**config.mk**
```make
export PLATFORM = sky130hd
export DESIGN_NAME = ram_port_arbiter
export DESIGN_NICKNAME = d
export VERILOG_FILES = /design/src/rtl/rv32i_types_pkg.sv /design/src/rtl/ram_arb_pkg.sv /design/src/rtl/arb_starve_counter.sv /design/src/rtl/ram_port_arbiter.sv
export SDC_FILE = /design/constraint.sdc
export NUM_CORES = 1
export LEC_CHECK = 0
export BUFFER_PORTS_ARGS = -buffer_cell sky130_fd_sc_hd__buf_2
export CAP_MARGIN = 10
export CORE_AREA = 2 2 108 110
export DETAILED_ROUTE_END_ITERATION = 6
export DIE_AREA = 0 0 110 112
export PLACE_DENSITY_LB_ADDON = 0.2
export SYNTH_ARGS = -nofsm -noshare
export SYNTH_HDL_FRONTEND = slang
export SYNTH_SLANG_ARGS = --single-unit
```
**constraint.sdc**
```tcl
create_clock -name CLK -period 2.75 [get_ports CLK]
set_input_delay 0.55 -clock CLK [delete_from_list [all_inputs] [get_ports CLK]]
set_output_delay 0.55 -clock CLK [all_outputs]
set_load 0.01 [all_outputs]
```
**src/rtl/rv32i_types_pkg.sv**
```systemverilog
// Shared RV32I scalar types used across the core's memory-side blocks.
//   word_t : 32-bit machine word (addresses and data)
package rv32i_types_pkg;
   typedef logic [31:0] word_t;
endpackage

```
**src/rtl/ram_arb_pkg.sv**
```systemverilog
// Types and constants for the fetch/execute RAM port arbiter.
//   word_t      : re-exported from rv32i_types_pkg so arbiter files need one import
//   arb_state_t : arbiter FSM states
//   FETCH_BE    : byte enables driven for every instruction fetch
package ram_arb_pkg;
   typedef rv32i_types_pkg::word_t word_t;

   typedef enum logic [1:0] {
      IDLE    = 2'd0,
      SERVE_I = 2'd1,
      SERVE_D = 2'd2
   } arb_state_t;

   localparam logic [3:0] FETCH_BE = 4'hF;
endpackage

```
**src/rtl/arb_starve_counter.sv**
```systemverilog
// Fetch starvation guard for ram_port_arbiter (built only with
// RAM_ARB_STARVE_GUARD_EN).
// Counts data grants made while a fetch is waiting; once STARVE_LIMIT of them
// have gone by, force_i tells the arbiter to serve the fetch next.
// Ports:
//   clk, rst  : clock and asynchronous active-high reset
//   in_idle   : arbiter FSM is in IDLE this cycle
//   i_ren     : fetch request pending
//   grant_i   : arbiter grants the fetch this cycle
//   grant_d   : arbiter grants the data request this cycle
//   force_i   : fetch must win arbitration this cycle
module arb_starve_counter #(
   parameter int STARVE_LIMIT = 4
) (
   input  logic clk,
   input  logic rst,
   input  logic in_idle,
   input  logic i_ren,
   input  logic grant_i,
   input  logic grant_d,
   output logic force_i
);
   localparam logic [3:0] LIMIT = 4'(STARVE_LIMIT);

   logic [3:0] cnt;

   always_ff @(posedge clk or posedge rst) begin
      if (rst) begin
         cnt <= '0;
      end else if (grant_i || (in_idle && !i_ren)) begin
         cnt <= '0;
      end else if (grant_d && i_ren && (cnt != 4'hF)) begin
         // saturate so an out-of-range limit can never wrap back to zero
         cnt <= cnt + 4'd1;
      end
   end

   assign force_i = in_idle & i_ren & (cnt == LIMIT);
endmodule

```
**src/rtl/ram_port_arbiter.sv**
```systemverilog
// Shares the single-ported RAM bus between instruction fetch and the
// execute stage's data accesses, and produces the busy/stall signals the
// hazard unit consumes.
// Data requests win (they belong to the older instruction). Each access is
// followed by one IDLE bubble so a requester that has not yet dropped its
// request is not served twice.
// Optional build macro: RAM_ARB_STARVE_GUARD_EN -- after STARVE_LIMIT data
// grants with a fetch waiting, the fetch is served ahead of data.
// Ports:
//   CLK, RST                    : clock, asynchronous active-high reset
//   i_ren/i_addr                : fetch request; i_rdata/i_busy back to fetch
//   d_ren/d_wen/d_byte_en/
//   d_addr/d_wdata              : data request; d_rdata/d_busy back to execute
//   m_ren/m_wen/m_byte_en/
//   m_addr/m_wdata              : memory-side request
//   m_rdata/m_busy              : memory read data / access-not-done
module ram_port_arbiter
   import ram_arb_pkg::*;
#(
   parameter int STARVE_LIMIT = 4
) (
   input  logic        CLK,
   input  logic        RST,
   input  logic        i_ren,
   input  word_t       i_addr,
   output word_t       i_rdata,
   output logic        i_busy,
   input  logic        d_ren,
   input  logic        d_wen,
   input  logic [3:0]  d_byte_en,
   input  word_t       d_addr,
   input  word_t       d_wdata,
   output word_t       d_rdata,
   output logic        d_busy,
   output logic        m_ren,
   output logic        m_wen,
   output logic [3:0]  m_byte_en,
   output word_t       m_addr,
   output word_t       m_wdata,
   input  word_t       m_rdata,
   input  logic        m_busy
);
   if (STARVE_LIMIT < 1 || STARVE_LIMIT > 15) begin : g_bad_limit
      $error("ram_port_arbiter: STARVE_LIMIT must be 1..15");
   end

   arb_state_t state;
   word_t      cap_addr;
   word_t      cap_wdata;
   logic [3:0] cap_be;
   logic       cap_wr;

   logic d_req;
   logic in_idle;
   logic grant_d;
   logic grant_i;
   logic force_i;

   assign d_req   = d_ren | d_wen;
   assign in_idle = (state == IDLE);
   assign grant_d = in_idle & d_req & ~force_i;
   assign grant_i = in_idle & i_ren & ~grant_d;

`ifdef RAM_ARB_STARVE_GUARD_EN
   arb_starve_counter #(
      .STARVE_LIMIT (STARVE_LIMIT)
   ) u_starve (
      .clk     (CLK),
      .rst     (RST),
      .in_idle (in_idle),
      .i_ren   (i_ren),
      .grant_i (grant_i),
      .grant_d (grant_d),
      .force_i (force_i)
   );
`else
   assign force_i = 1'b0;
`endif

   always_ff @(posedge CLK or posedge RST) begin
      if (RST) begin
         state     <= IDLE;
         cap_addr  <= '0;
         cap_wdata <= '0;
         cap_be    <= '0;
         cap_wr    <= 1'b0;
      end else begin
         case (state)
            IDLE: begin
               if (grant_d) begin
                  state     <= SERVE_D;
                  cap_addr  <= d_addr;
                  cap_wdata <= d_wdata;
                  cap_be    <= d_byte_en;
                  // read+write together is treated as a write
                  cap_wr    <= d_wen;
               end else if (grant_i) begin
                  state     <= SERVE_I;
                  cap_addr  <= i_addr;
                  cap_wdata <= '0;
                  cap_be    <= FETCH_BE;
                  cap_wr    <= 1'b0;
               end
            end
            // a flushed request still runs to completion; only m_busy ends it
            SERVE_I, SERVE_D: begin
               if (!m_busy) state <= IDLE;
            end
            default: state <= IDLE;
         endcase
      end
   end

   // strobes are gated by state, so the async reset drops them at once
   assign m_ren     = (state == SERVE_I) | ((state == SERVE_D) & ~cap_wr);
   assign m_wen     = (state == SERVE_D) & cap_wr;
   assign m_byte_en = cap_be;
   assign m_addr    = cap_addr;
   assign m_wdata   = cap_wdata;

   assign i_busy  = i_ren & ~((state == SERVE_I) & ~m_busy);
   assign d_busy  = d_req & ~((state == SERVE_D) & ~m_busy);
   assign i_rdata = m_rdata;
   assign d_rdata = m_rdata;
endmodule

```
Yosys cells after proc, flatten, opt, wreduce, memory -nomap -nowiden

Index checks and enable logic that the tools add are counted.

Register bits: 71
Bits in latches: 0
RAM bits: 0
Bits in read-only memories: 0
Bits of input ports: 138
Output and inout bits: 136
Logic and storage cells: 42
Memories kept: 0

Add/subtract/negate cells: 0
Multiply operators: 0
Div/mod/pow operators: 0
Order comparisons: 0
Eq/ne operators: 4
Shift operators: 0
Mux-type cells: 12
Bitwise operators: 16
Reduce and logical (&&, ||, !) cells: 5

Operator list:

| cell                                                                   | number |
|---|---|
| 32-bit 2-to-1 mux                                                      | 4 |
| 1-bit AND                                                              | 9 |
| 4-bit 2-to-1 mux                                                       | 2 |
| 2-bit 2-to-1 mux                                                       | 3 |
| 1-bit inverter                                                         | 5 |
| 2-bit case mux with 2 select lines                                     | 1 |
| 2-bit AND reduction                                                    | 2 |
| 3-bit by 1-bit != test with 1-bit output (second input constant)       | 1 |
| 2-bit by 1-bit equality test with 1-bit output (second input constant) | 1 |
| 2-bit equality test (second input constant)                            | 1 |
| 2-bit logical NOT                                                      | 1 |
| 1-bit 2-to-1 mux                                                       | 2 |
| 2-bit != test (second input constant)                                  | 1 |
| 1-bit bitwise OR                                                       | 2 |
| 2-bit nonzero test                                                     | 1 |
| 2-bit OR reduction                                                     | 1 |

Logic depth before layout (Yosys ltp)

Gate-level depths: netlist of run 1.

Depth after elaboration: 7
Mapped depth: 7

Least setup slack after synthesis of run 1

No wires, ideal clock.

Path kind: in2out
From: input port d_ren
To: output port d_busy
Arrival time: 1.229 ns
Required time: 2.200 ns
Path slack: 0.971 ns
Stages: 4
Buffers on the path: 2
Cells stage by stage: buf_2 nor2_4 clkbuf_1 a21oi_1

Cells in the longest elaborated chain, start to end: 2

Ends and longest elaborated chain:

| what             | RTL line                | RTL |
|---|---|---|
| from (decl)      | ram_port_arbiter.sv:28  | `input logic d_ren,` |
| 1-bit bitwise OR | ram_port_arbiter.sv:59  | `assign d_req = d_ren \| d_wen;` |
| 1-bit AND        | ram_port_arbiter.sv:122 | `assign d_busy = d_req & ~((state == SERVE_D) & ~m_busy);` |
| to (decl)        | ram_port_arbiter.sv:34  | `output logic d_busy,` |

No other way between the ends.

Worst setup path after layout of run 1

Ends and elaborated chain as after synthesis.

==> results.cfg, run 1 <==
[drt]
dr.pass1.iters = 4
viasPerCell = 4.97
drt_wl_total_um = 10700
ant_nets = 0
wl_per_cell_um = 18.5
vias = 2873
drt_iter0_markers = 159
drc = 0

[layout]
final_core_utilization_pct = 40.8
nets = 572
drive_gt1_share_pct = 49.9
seqCellArea_um2 = 1780
antenna-diode-count = 0
synthToLayoutAreaGrowth_pct = 22.4
fill_cells = 1126
final_cell_mix = buf_2 (177), dfrtp_1 (71), a22o_1 (34)
final_common_cell = buf_2
final_cell_count_no_fill = 578
multi_input_area_um2 = 1290

[placed_design]
post-place-cells = 562
dp_slack_ns = 0.685
dp_hpwl_um = 8050
port_buffers = 177
gp_congestion = 0.749

[flow_run]
cap_violations = 0

[logic_synthesis]
yosysSeqAreaShare_pct = 47.8
syn-num-nets = 467
synth.distinct_cells = 25
syn_area_per_cell_um2 = 11.4
synth-seq-cells = 71
syn_inst = 325
syn_area_um2 = 3720
synth_warnings = 0

[sta]
slew_viol_final = 0
worst_slack_ns = 0.738
setup_tns_ns = 0
grt_setup_unrepaired = no
worst_pin_slew_ns = 0.765
timing.fmax_mhz = 497
setup_viol = 0
fin_skew_ns = 0.00600
hold_viol_final = 0
period_share_pct = 73.2
period_needed_ns = 2.01
relSlewSlack_pct = 48.9

[floorplan]
io_pins = 274
initial_core_util_pct = 33.3
rows = 39
core-area_um2 = 11200
dieArea_um2 = 12300
die_y_um = 112
die_x_um = 110

[pwr]
p_leak_nw = 2.24
peakVddDrop_mv = 0.415
p_per_area_nw_per_um2 = 1190

[global_route]
antenna_found_initial = 0
grt_pass1_vias = 2950
grt_max_degree = 40
grt_usage_pct = 17.0
grt_pass1_wl_um = 15800
grt_overflow_total = 0

[setup_path]
cp_max_fo = 35
worstPathRequired_ns = 2.20
cp-end-kind = output pin
worst-setup-path-type = in2out
worstPathArrival_ns = 1.46
worstSetupStartpointType = input pin

[clock_tree]
clockRootBuffer = clkbuf_16
cts_resized = 0
h-tree-depth = 3
insertion_delay_ns = 0.33
cts_sinks = 71
cts.reportedPaths.clkPinSlew_ns = 0.06
cts_setup_buffers = 0
cts_buffer_depth = 2
cts_tree = done
cts_buffers = 9
ctsHoldBuffers = 0

[worst_hold_path]
hp-class = in2async

[outcome]
status = completed
-- stage by stage --
| step | hold slack, ns | power [W] | cell area [um2] |
|---|---|---|---|
| after floorplan | 0.480 | 0.00347 | 3720 |
| after global placement | 0.468 | 0.00418 | 4230 |
| after detailed placement | 0.470 | 0.00422 | 4230 |
| after CTS | 0.378 | 0.00549 | 4550 |
| after global routing | 0.412 | 0.00579 | 4550 |
| final | 0.359 | 0.00540 | 4550 |
-- cell families (layout without fill, tap and decap cells) --
| family | after synthesis | count (layout) | share of synthesized area [%] |
|---|---|---|---|
| buffers and inverters | 98 | 208 | 17.9 |
| adder cells (fa/ha/maj) | 4 | 4 | 1.35 |
| AO/OA/AOI/OAI | 143 | 143 | 31.6 |
| AND/OR/NAND/NOR | 9 | 9 | 1.45 |
| flip-flops | 71 | 71 | 47.8 |
-- worst max-delay path, cell delays in order --
cell and delay (ns):
buf_2 0.53, nor2_4 0.08, a21oi_1 0.14, buf_2 0.15
-- layer usage --
| layer | vias up | track usage (%) | share of wire [%] |
|---|---|---|---|
| li1 | 1347 | - | - |
| met1 | 1340 | 20.1 | 40 |
| met2 | 170 | 28.0 | 48 |
| met3 | 16 | 6.38 | 11 |
| met4 | 0 | 5.82 | 1.5 |
| met5 | - | 0 | 0 |
-- sequential cells by signal, indices dropped and copies added, names as in the netlist --
signal / count
state: 2
cap_wr: 1
m_addr: 32
m_wdata: 32
m_byte_en: 4
-- worst paths after layout --
check	startpoint	end	slack, ns	depth (start not counted)
min in group CLK	d_wdata[15]	m_wdata[15]$_DFFE_PP0P_	0.44	2
max reg2reg	state[1]$_DFFE_PP0P_	m_wdata[7]$_DFFE_PP0P_	0.95	7
min	RST	m_addr[5]$_DFFE_PP0P_	0.36	2
min reg2reg	m_addr[19]$_DFFE_PP0P_	m_addr[19]$_DFFE_PP0P_	0.48	1
max in group asynchronous	RST	m_byte_en[0]$_DFFE_PP0P_	1.71	3
max	d_ren	d_busy	0.74	4
-- cells in the mapped netlist, drive strengths merged --
master    n  area (um2)
clkbuf   14        52.6
a21oi     4        20.0
or2       1        6.26
a31oi    33         206
nor2      2        15.0
o22a      4        35.0
ha        4        50.1
o21ai     2        13.8
o2bb2ai  32         343
and2      2        12.5
nand2     3        11.3
buf      78         591
a22o     34         298
a21o      1        7.51
dfrtp    71        1780
o21a     32         240
or3b      1        8.76
a32o      1        10.0
inv       6        22.5
-- area by class of cell --
class | count | share of cell area [%]
Clock buffer | 9 | 4.95
Multi-Input combinational cell | 156 | 28.3
Timing Repair Buffer | 186 | 21.2
Clock inverter | 7 | 2.14
Tap cell | 143 | 3.93
Sequential cell | 71 | 39.0
Inverter | 6 | 0.495
-- where the power goes --
part	leakage, nW	switching (W)	internal (W)
clock network	0.152	0.000450	0.000795
logic	1.21	0.00123	0.00106
registers	0.877	0.000306	0.00156
total	2.24	0.00199	0.00342
(Power assumes the default switching activity.)
==> run 2, diff against run 1 <==
- CORE_AREA: 2 2 108 110 -> 2 2 107 109
- DIE_AREA: 0 0 110 112 -> 0 0 109 111
- clock period: 2.75 -> 1.72 ns (I/O delays scaled with it)
==> run 2 against run 1 <==
  * Utilization rose by 0.77 points
  * Register-to-register slack got worse by 0.82 ns
  * Via count did not move
==> results.cfg, run 2 (synthesized netlist as in run 1, its figures left out) <==
[global_route]
grt_overflow_total = 0
use_met3_pct = 5.23
grt_pass1_wl_um = 15400
grt_usage_pct = 16.8
antenna_found_initial = 0
busiest_layer = met2
grt_max_degree = 72
met1_usage_pct = 20.4
use_met2_pct = 28.5
grt_pass1_vias = 2937

[floorplan]
die_y_um = 111
initial_core_util_pct = 33.6
die_x_um = 109
dieArea_um2 = 12100
io_pins = 274
rows = 39
core-area_um2 = 11100

[drt]
ant_nets = 0
viasPerCell = 4.94
drt_iter0_markers = 131
drt_wl_total_um = 10200
dr.pass1.iters = 4
wl_per_cell_um = 17.6
drc = 0
vias = 2873

[layout]
antenna-diode-count = 0
synthToLayoutAreaGrowth_pct = 23.6
final_cell_count_no_fill = 581
final_core_utilization_pct = 41.5
fill_cells = 1066
final_common_cell = buf_2
final_cell_mix = buf_2 (177), dfrtp_1 (71), a22o_1 (34)
drive_gt1_share_pct = 51.6
nets = 576

[clock_tree]
cts_tree = done
h-tree-depth = 3
ctsHoldBuffers = 0
cts.reportedPaths.clkPinSlew_ns = 0.06
cts_buffer_depth = 2
insertion_delay_ns = 0.33
cts_buffers = 9
cts_sinks = 71
clockRootBuffer = clkbuf_16

[sta]
worst_pin_slew_ns = 0.383
hold_viol_final = 0
timing.fmax_mhz = 597
setup_viol = 0
relSlewSlack_pct = 74.5
period_needed_ns = 1.68
period_share_pct = 97.4
slew_viol_final = 0
fin_skew_ns = 0.00763
grt_setup_unrepaired = yes

[setup_path]
worstPathRequired_ns = 1.38
cp_max_fo = 4
worst-setup-path-type = reg2out
worstSetupStartpointType = flip-flop
worstPathArrival_ns = 1.33
cp-end-kind = output pin

[flow_run]
cap_violations = 0

[placed_design]
post-place-cells = 564
gp_congestion = 0.739
port_buffers = 177
dp_hpwl_um = 7510

[pwr]
p_leak_nw = 2.25
p_per_area_nw_per_um2 = 1870
peakVddDrop_mv = 0.967

[worst_hold_path]
hp-class = in2async

[outcome]
status = completed
==> run 2: cell count changes in the layout (fill, tap and decap cells not counted), moves of 2 or more <==
cell,previous run,this run
buf_12,1,3
ha_2,0,3
ha_1,4,1
buf_4,8,10
==> run 2: layer usage <==
layer / routed length (um) / share of wire [%]
met1: 4260 / 42
met2: 4990 / 49
met3: 915 / 8.9
met4: 61 / 0.60
met5: 0 / 0
==> run 2: area by class of cell <==
type / instances / area (um2) / area share [%]
sequential: 71 / 1780 / 38.6
multi-input combinational: 156 / 1300 / 28.3
timing repair buffer: 190 / 1020 / 22.2
clock buffer: 9 / 225 / 4.90
tap: 143 / 179 / 3.89
clock inverter: 6 / 71.3 / 1.55
inverter: 6 / 26.3 / 0.571
==> run 2: worst max-delay path, stage by stage, from the launching register on <==
cell and delay, ns:
dfrtp_1 0.41, buf_4 0.15, ha_2 0.17, a21o_1 0.15, buf_2 0.14
==> run 2: power by group <==
| part | internal [W] | switching, W | total, W |
|---|---|---|---|
| Sequential | 0.00249 | 0.000470 | 0.00296 |
| Combinational | 0.00180 | 0.00200 | 0.00380 |
| Clock | 0.00112 | 0.000700 | 0.00182 |
| Total | 0.00542 | 0.00317 | 0.00859 |
==> run 2: repair_timing <==
action,in CTS,in global routing
buffers inserted,0,2
gates resized for setup,1,6
pin swaps,0,1
setup endpoints to repair,1,40
==> run 2: worst paths after layout <==
check,start,cells past startpoint,slack [ns],to
worst min-delay path,RST,3,0.10,m_addr[0]$_DFFE_PP0P_
max in group asynchronous,RST,3,1.30,m_addr[26]$_DFFE_PP0P_
worst max-delay path,state[1]$_DFFE_PP0P_,4,0.04,m_ren
worst min register to register,m_addr[8]$_DFFE_PP0P_,1,0.48,m_addr[8]$_DFFE_PP0P_
min in group CLK,d_wdata[12],2,0.23,m_wdata[12]$_DFFE_PP0P_
worst max register to register,state[0]$_DFFE_PP0P_,6,0.13,m_wdata[11]$_DFFE_PP0P_
==> run 2: per-stage QoR <==
step                      setup slack (ns)  power (W)  hold WS (ns)  setup TNS (ns)  instance area [um2]
after global routing              -0.00865    0.00921         0.129         -0.0108                 4600
after detailed placement            0.0930    0.00681         0.473               0                 4280
after CTS                           0.0214    0.00870         0.123               0                 4580
final                               0.0448    0.00859         0.102               0                 4600
after global placement               0.175    0.00674         0.468               0                 4280
after floorplan                      0.174    0.00554         0.480               0                 3720
